File: config.mk
export PLATFORM = sky130hd
export DESIGN_NAME = goomba_motion_flat
export DESIGN_NICKNAME = d
export VERILOG_FILES = /design/src/rtl/goomba_pkg.sv /design/src/rtl/goomba_if.sv /design/src/rtl/goomba_tick_div.sv /design/src/rtl/goomba_motion.sv /design/src/flat_wrapper.sv
export SDC_FILE = /design/constraint.sdc
export NUM_CORES = 1
export LEC_CHECK = 0
export CORE_MARGIN = 2
export CORE_UTILIZATION = 40
export CTS_CLUSTER_SIZE = 10
export DETAILED_ROUTE_END_ITERATION = 12
export SLEW_MARGIN = 20
export SYNTH_ARGS = -nofsm -noshare
export SYNTH_HDL_FRONTEND = slang
export SYNTH_SLANG_ARGS = --single-unit
File: constraint.sdc
create_clock -name clk -period 5.2 [get_ports clk]
set_clock_uncertainty 0.05 [all_clocks]
set_input_delay 1.04 -clock clk [delete_from_list [all_inputs] [get_ports clk]]
set_output_delay 1.04 -clock clk [all_outputs]
set_load 0.005 [all_outputs]
File: src/rtl/goomba_pkg.sv
// -----------------------------------------------------------------------------
// goomba_pkg
// Shared constants and the state encoding for the goomba motion sequencer.
// The goomba renderer uses the same state encoding.
//   WIDTH/HEIGHT      : goomba sprite size in px
//   SCREEN_W          : visible screen width in px
//   REAL_GROUND       : y of the real floor surface
//   X_MAX, FLOOR_Y    : derived clamps for goomba_x / goomba_y
//   CNT_W             : width of the frame-tick divider counters
// -----------------------------------------------------------------------------
package goomba_pkg;

  localparam int unsigned WIDTH       = 26;
  localparam int unsigned HEIGHT      = 27;
  localparam int unsigned SCREEN_W    = 640;
  localparam int unsigned REAL_GROUND = 440;

  // Rightmost legal left edge and the top edge when standing on the real floor.
  localparam logic [9:0] X_MAX   = 10'(SCREEN_W - 1 - WIDTH);
  localparam logic [9:0] FLOOR_Y = 10'(REAL_GROUND - HEIGHT);

  // Wide enough for both the walk divider and the squash frame count.
  localparam int unsigned CNT_W = 5;

  typedef enum logic [1:0] {
    ST_WALK    = 2'd0,
    ST_FALL    = 2'd1,
    ST_SQUASH  = 2'd2,
    ST_RESPAWN = 2'd3
  } goomba_state_e;

endpackage

File: src/rtl/goomba_if.sv
// -----------------------------------------------------------------------------
// goomba_if
// Bundle between the goomba motion sequencer and its environment.
//   frame_tick   : one-cycle pulse per video frame
//   ground       : goomba bottom exactly on a platform top (combinational)
//   stomp        : one-cycle pulse, Mario landed on the goomba
//   goomba_x/y   : left / top edge in px
//   goomba_dir   : 1 = right, 0 = left
//   goomba_state : WALK/FALL/SQUASH/RESPAWN
//   goomba_alive : high in WALK/FALL
// Modports: master = the sequencer, slave = the environment driving it.
// -----------------------------------------------------------------------------
interface goomba_if;
  import goomba_pkg::*;

  logic          frame_tick;
  logic          ground;
  logic          stomp;
  logic [9:0]    goomba_x;
  logic [9:0]    goomba_y;
  logic          goomba_dir;
  goomba_state_e goomba_state;
  logic          goomba_alive;

  modport master (
    input  frame_tick, ground, stomp,
    output goomba_x, goomba_y, goomba_dir, goomba_state, goomba_alive
  );

  modport slave (
    output frame_tick, ground, stomp,
    input  goomba_x, goomba_y, goomba_dir, goomba_state, goomba_alive
  );

endinterface

File: src/rtl/goomba_tick_div.sv
// -----------------------------------------------------------------------------
// goomba_tick_div
// Frame-tick gated modulo counter. Counts 0..modulus-1 on each tick and
// flags the tick on which it wraps.
//   clk, rst : clock, synchronous active-high reset
//   tick     : advance enable
//   clear    : force the count to zero (wins over tick)
//   modulus  : wrap length, >= 1, may change while counting
//   wrap     : combinational, high on the tick that returns the count to 0
// -----------------------------------------------------------------------------
module goomba_tick_div
  import goomba_pkg::*;
(
  input  logic             clk,
  input  logic             rst,
  input  logic             tick,
  input  logic             clear,
  input  logic [CNT_W-1:0] modulus,
  output logic             wrap
);

  logic [CNT_W-1:0] count_q, count_d;

  // >= rather than == so a modulus that shrinks under the current count
  // still wraps instead of running all the way round.
  assign wrap = tick && (count_q >= modulus - CNT_W'(1));

  always_comb begin
    // NOTE: default assignment first so no path leaves count_d unassigned,
    // which would otherwise infer a latch.
    count_d = count_q;
    if (clear) begin
      count_d = '0;
    end else if (tick) begin
      count_d = wrap ? '0 : count_q + CNT_W'(1);
    end
  end

  // NOTE: non-blocking assignments in clocked blocks so every flop samples
  // the pre-edge values regardless of statement order.
  always_ff @(posedge clk) begin
    if (rst) count_q <= '0;
    else     count_q <= count_d;
  end

endmodule

File: src/rtl/goomba_motion.sv
// -----------------------------------------------------------------------------
// goomba_motion
// Goomba position/state sequencer: walks, falls off bar edges, bounces at the
// screen edges, exits through the bottom-floor edges into the top pipes, and
// is squashed and respawned when stomped. All outputs are registered.
//   clk  : system clock
//   rst  : synchronous, active-high reset
//   bus  : goomba_if.master (frame_tick/ground/stomp in, position/state out)
// Build option: define GOOMBA_SPEEDUP_EN to make the walk divider a live
// register that drops by one (floor 1) on every squash respawn.
// -----------------------------------------------------------------------------
module goomba_motion
  import goomba_pkg::*;
#(
  parameter logic [9:0]       SPAWN_L_X     = 10'd40,
  parameter logic [9:0]       SPAWN_R_X     = 10'd582,
  parameter logic [9:0]       SPAWN_Y       = 10'd35,
  parameter logic [CNT_W-1:0] WALK_DIV      = CNT_W'(2),
  parameter logic [CNT_W-1:0] SQUASH_FRAMES = CNT_W'(30)
) (
  input  logic     clk,
  input  logic     rst,
  goomba_if.master bus
);

  goomba_state_e    state_q, state_d;
  logic [9:0]       x_q, x_d, y_q, y_d;
  logic             dir_q, dir_d, alive_q, alive_d;
  // Which pipe the next respawn uses: 1 = left pipe (after a right exit).
  logic             spawn_left_q, spawn_left_d;

  logic             stomp_take;
  logic             walk_tick, walk_clr, walk_wrap;
  logic             squash_tick, squash_wrap;
  logic [CNT_W-1:0] walk_div;

  // A stomp is only honoured while the goomba is alive and beats frame_tick.
  assign stomp_take  = bus.stomp && (state_q == ST_WALK || state_q == ST_FALL);
  assign walk_tick   = bus.frame_tick && !stomp_take && state_q == ST_WALK && bus.ground;
  assign walk_clr    = bus.frame_tick && !stomp_take && state_q == ST_FALL &&
                       (bus.ground || y_q >= FLOOR_Y);
  assign squash_tick = bus.frame_tick && state_q == ST_SQUASH;

  goomba_tick_div u_walk_div (
    .clk     (clk),
    .rst     (rst),
    .tick    (walk_tick),
    .clear   (walk_clr),
    .modulus (walk_div),
    .wrap    (walk_wrap)
  );

  goomba_tick_div u_squash_div (
    .clk     (clk),
    .rst     (rst),
    .tick    (squash_tick),
    .clear   (stomp_take),
    .modulus (SQUASH_FRAMES),
    .wrap    (squash_wrap)
  );

`ifdef GOOMBA_SPEEDUP_EN
  logic [CNT_W-1:0] walk_div_q, walk_div_d;

  // squash_wrap is exactly the SQUASH -> RESPAWN transition.
  always_comb begin
    walk_div_d = walk_div_q;
    if (squash_wrap && walk_div_q > CNT_W'(1)) walk_div_d = walk_div_q - CNT_W'(1);
  end

  always_ff @(posedge clk) begin
    if (rst) walk_div_q <= WALK_DIV;
    else     walk_div_q <= walk_div_d;
  end

  assign walk_div = walk_div_q;
`else
  assign walk_div = WALK_DIV;
`endif

  always_comb begin
    state_d      = state_q;
    x_d          = x_q;
    y_d          = y_q;
    dir_d        = dir_q;
    spawn_left_d = spawn_left_q;

    if (stomp_take) begin
      state_d      = ST_SQUASH;
      spawn_left_d = 1'b0;
    end else if (bus.frame_tick) begin
      case (state_q)
        ST_WALK: begin
          if (!bus.ground) begin
            state_d = ST_FALL;
          end else if (walk_wrap) begin
            if (dir_q && x_q < X_MAX)        x_d = x_q + 10'd1;
            else if (!dir_q && x_q != 10'd0) x_d = x_q - 10'd1;
            else if (y_q != FLOOR_Y)         dir_d = !dir_q;
            else begin
              // Bottom-floor edge: leave through the pipe on this side.
              state_d      = ST_RESPAWN;
              spawn_left_d = dir_q;
            end
          end
        end
        ST_FALL: begin
          // 1 px steps keep the equality-based ground detect from being skipped.
          if (bus.ground || y_q >= FLOOR_Y) state_d = ST_WALK;
          else                              y_d = y_q + 10'd1;
        end
        ST_SQUASH: begin
          if (squash_wrap) state_d = ST_RESPAWN;
        end
        ST_RESPAWN: begin
          y_d     = SPAWN_Y;
          x_d     = spawn_left_q ? SPAWN_L_X : SPAWN_R_X;
          dir_d   = spawn_left_q;
          state_d = ST_FALL;
        end
        default: ;
      endcase
    end

    alive_d = (state_d == ST_WALK) || (state_d == ST_FALL);
  end

  always_ff @(posedge clk) begin
    if (rst) begin
      state_q      <= ST_WALK;
      x_q          <= SPAWN_L_X;
      y_q          <= SPAWN_Y;
      dir_q        <= 1'b1;
      alive_q      <= 1'b1;
      spawn_left_q <= 1'b1;
    end else begin
      state_q      <= state_d;
      x_q          <= x_d;
      y_q          <= y_d;
      dir_q        <= dir_d;
      alive_q      <= alive_d;
      spawn_left_q <= spawn_left_d;
    end
  end

  assign bus.goomba_x     = x_q;
  assign bus.goomba_y     = y_q;
  assign bus.goomba_dir   = dir_q;
  assign bus.goomba_state = state_q;
  assign bus.goomba_alive = alive_q;

endmodule

File: src/flat_wrapper.sv
// flat-port wrapper written by rule: the top's interface ports become plain ports
module goomba_motion_flat import goomba_pkg::*;
#(
  parameter logic [9:0]       SPAWN_L_X     = 10'd40,
  parameter logic [9:0]       SPAWN_R_X     = 10'd582,
  parameter logic [9:0]       SPAWN_Y       = 10'd35,
  parameter logic [CNT_W-1:0] WALK_DIV      = CNT_W'(2),
  parameter logic [CNT_W-1:0] SQUASH_FRAMES = CNT_W'(30)
)
  (clk, rst, bus_frame_tick, bus_ground, bus_stomp, bus_goomba_x, bus_goomba_y, bus_goomba_dir, bus_goomba_state, bus_goomba_alive);
  goomba_if bus_i ();
  input  logic clk;
  input  logic rst;
  input wire logic [$bits(bus_i.frame_tick)-1:0] bus_frame_tick;
  input wire logic [$bits(bus_i.ground)-1:0] bus_ground;
  input wire logic [$bits(bus_i.stomp)-1:0] bus_stomp;
  output wire logic [$bits(bus_i.goomba_x)-1:0] bus_goomba_x;
  output wire logic [$bits(bus_i.goomba_y)-1:0] bus_goomba_y;
  output wire logic [$bits(bus_i.goomba_dir)-1:0] bus_goomba_dir;
  output wire logic [$bits(bus_i.goomba_state)-1:0] bus_goomba_state;
  output wire logic [$bits(bus_i.goomba_alive)-1:0] bus_goomba_alive;
  assign bus_i.frame_tick = bus_frame_tick;
  assign bus_i.ground = bus_ground;
  assign bus_i.stomp = bus_stomp;
  assign bus_goomba_x = bus_i.goomba_x;
  assign bus_goomba_y = bus_i.goomba_y;
  assign bus_goomba_dir = bus_i.goomba_dir;
  assign bus_goomba_state = bus_i.goomba_state;
  assign bus_goomba_alive = bus_i.goomba_alive;
  goomba_motion #(.SPAWN_L_X(SPAWN_L_X), .SPAWN_R_X(SPAWN_R_X), .SPAWN_Y(SPAWN_Y), .WALK_DIV(WALK_DIV), .SQUASH_FRAMES(SQUASH_FRAMES)) u_core (.clk(clk), .rst(rst), .bus(bus_i));
endmodule
==> reports/qor.csv <==
stage,metric,value,unit
outcome,status,"complete, no violations",
worst_setup_path,cp-end-kind,flip-flop,
worst_setup_path,crit_arrival,3.16,ns
logic_synthesis,ys_async_sr_fraction,0,%
placement,portBuffers,28,
clock_tree,cts_resized,0,
worst_setup_path,reg2reg_to,u_core.bus.goomba_x[5],
sta,fmax,0.329,GHz
clock_tree,post_cts_buffers,0,
logic_synthesis,syn_inst,266,
logic_synthesis,seq_area_frac_synth,32.1,%
sta,worstMarginPinSlew,0.761,ns
floorplanning,die_area,6060,um2
logic_synthesis,synth_cell_types,52,
placement,place_area,2520,um2
power,ir_drop,0.000168,V
layout,area_growth,20.8,%
worst_setup_path,rr_worst_depth,12,
clock_tree,clkLatencyLatePin,0.28,ns
layout,fin_cells,367,
detailed_routing,drc,0,
layout,fin_area,2640,um2
sta,post-route-period-util,58.5,%
sta,finalHoldViolations,0,
clock_tree,clock-sinks,35,
detailed_routing,first_iter_violations,140,
logic_synthesis,ys_ff_latch,35,
layout,fin_nets,317,
sta,finalSetupTns,0,ns
min_path,hp-class,reg -> reg,
clock_tree,clk_pin_slew,0.07,ns
detailed_routing,dr.pass1.iters,4,
global_route,grt_overflow_total,0,
detailed_routing,totalWireLength,4820,um
worst_setup_path,startpoint,bus_frame_tick,
sta,finalCriticalPeriod,3.04,ns
worst_setup_path,r2r_slack,2.21,ns
sta,drv_slew,0,
detailed_routing,vias,1932,
clock_tree,cts_made_buffers,5,
sta,setup_viol,0,
logic_synthesis,synth_flop_cell,dfxtp_1,
placement,gp_congestion,0.806,
min_path,hp-start,u_core.u_squash_div.count_q[4],
global_route,grt_start_max_net_pins,13,
logic_synthesis,synth_enable_flop_cells,0,
global_route,grt_first_pass_wirelength,8290,um
floorplanning,core,5170,um2
placement,dp_hpwl,3550,um
clock_tree,cts_hold_buf,0,
logic_synthesis,synth_nets,287,
worst_setup_path,r2r-start,u_core.bus.goomba_x[1],
worst_setup_path,start_kind,primary input,
power,power,586,uW
floorplanning,rows,26,
floorplanning,die_height,77.9,um
logic_synthesis,synth_area_per_cell,8.20,um2
placement,dp.cells,359,
global_route,antenna_found_initial,0,
worst_setup_path,critical_path_class,in -> reg,
detailed_routing,ant_nets,0,
sta,slew_headroom,49.2,%
worst_setup_path,cp_max_fo,11,
floorplanning,die_x,77.9,um
logic_synthesis,yosysWarnings,0,
clock_tree,htree_levels,2,
power,cellPowerDensity,223,nW/um2
floorplanning,start_util,42.2,%
clock_tree,cts.path.max_buffers,2,
logic_synthesis,syn-cell-area,2180,um2
clock_tree,cts_root_buffer,clkbuf_8,
detailed_routing,wire_per_inst,13.1,um
floorplanning,io_pins,29,
layout,final.fill_count,512,
worst_setup_path,cp_data_required_time,5.32,ns
global_route,groute.usage.overall,17.0,%
global_route,grt_pass1_vias,1812,
clock_tree,cts_tree,built,
power,p_leak,0.00102,uW
run,cap_violations,0,
layout,drive_above_1_share,7.41,%
sta,rsz0062_at_grt,no,
detailed_routing,viasPerCell,5.26,
layout,antenna_cells,0,
worst_setup_path,endpoint,u_core.bus.goomba_x[5],
cells in the mapped netlist (5+ instances only):
library cell  number  area share [%]
nor2_1            37             6.4
dfxtp_1           35              32
nand2_1           25             4.3
a21oi_1           16             3.7
ha_1              15             8.6
inv_1             15             2.6
xor2_1            14             5.6
nand3_1            9             2.1
nand4_1            7             2.0
o21ai_0            7             1.6
xnor2_1            7             2.8
and2_1             6             1.7
a211oi_1           5             1.7
nor3_1             5             1.1
cell usage in the layout, fill, tap and decap left out, drive strengths merged, types with 2 or more instances in the layout:
master	count
a31oi	4
xor2	14
a21oi	16
nand3	9
nor3	6
o31ai	2
o211ai	2
nand2	25
clkbuf	6
o21bai	3
a211oi	5
or3	3
o21ai	9
nand4	8
nor2b	4
and3	6
clkdlybuf4s50	28
inv	15
ha	15
or2	2
a211o	3
nor2	38
o21a	2
nor4	4
dfxtp	35
xnor2	7
and2	6
metrics by stage:
step                utilization, %  hold slack, ns  worst slack (ns)
floorplan                        -           0.429              2.36
global placement              48.7           0.448              1.95
detailed placement            48.7           0.462              1.88
CTS                           50.9           0.475              2.17
global route                  50.9           0.497              1.97
finish                        50.9           0.474              2.16
power by group:
part	switching (uW)	total [uW]	internal, uW	leakage, uW
combinational	28.0	51.9	23.8	0.000676
sequential	8.45	282	273	0.000284
clock	97.7	253	155	0.0000612
kinds of logic (layout without fill, tap and decap cells):
logic type	count (synthesis)	after routing	synth area share [%]
buffers and inverters	21	52	4.41
adder cells (fa/ha/maj)	16	16	9.52
AND/OR/NAND/NOR	117	117	27.5
flip-flops	35	35	32.1
XOR/XNOR	21	21	8.43
multiplexers	1	1	0.459
AO/OA/AOI/OAI	55	55	17.6
layer usage:
layer | wire [um] | GRT usage (%)
met5 | 0 | 0
met2 | 2170 | 26.3
met1 | 2410 | 23.0
met3 | 159 | 3.72
met4 | 78 | 6.43
how the worst min path moves through the flow:
| stage | end | slack (ns) | cells after the start |
|---|---|---|---|
| after floorplan | u_core.u_squash_div.count_q[4] | 0.43 | 2 |
| after global placement | u_core.u_squash_div.count_q[4] | 0.45 | 2 |
| after detailed placement | u_core.u_squash_div.count_q[4] | 0.46 | 2 |
| after CTS | u_core.u_squash_div.count_q[0] | 0.47 | 2 |
| after global routing | u_core.u_squash_div.count_q[0] | 0.50 | 2 |
| final | u_core.u_squash_div.count_q[4] | 0.47 | 2 |
critical path, cell delays in order:
cell,delay (ns)
clkdlybuf4s50_1,0.54
nor2b_1,0.22
and3_1,0.29
a22oi_2,0.28
o21bai_1,0.40
nor2_1,0.11
a211o_1,0.29
sequential cells by signal, indices dropped and copies added, names as in the netlist:
| name | flops |
|---|---|
| u_core.bus.goomba_state | 2 |
| u_core.u_squash_div.count_q | 5 |
| u_core.bus.goomba_x | 10 |
| u_core.bus.goomba_dir | 1 |
| u_core.bus.goomba_alive | 1 |
| u_core.spawn_left_q | 1 |
| u_core.bus.goomba_y | 10 |
| u_core.u_walk_div.count_q | 5 |
layout make-up:
| type | instances | area [um2] | share of cell area [%] |
|---|---|---|---|
| clock inverters | 2 | 35.0 | 1.33 |
| multi-input cells | 210 | 1390 | 52.6 |
| clock buffers | 6 | 82.6 | 3.13 |
| flip-flops and latches | 35 | 701 | 26.6 |
| well taps | 70 | 87.6 | 3.32 |
| repair buffers | 29 | 288 | 10.9 |
| inverters | 15 | 56.3 | 2.14 |
(Power assumes the default switching activity.)
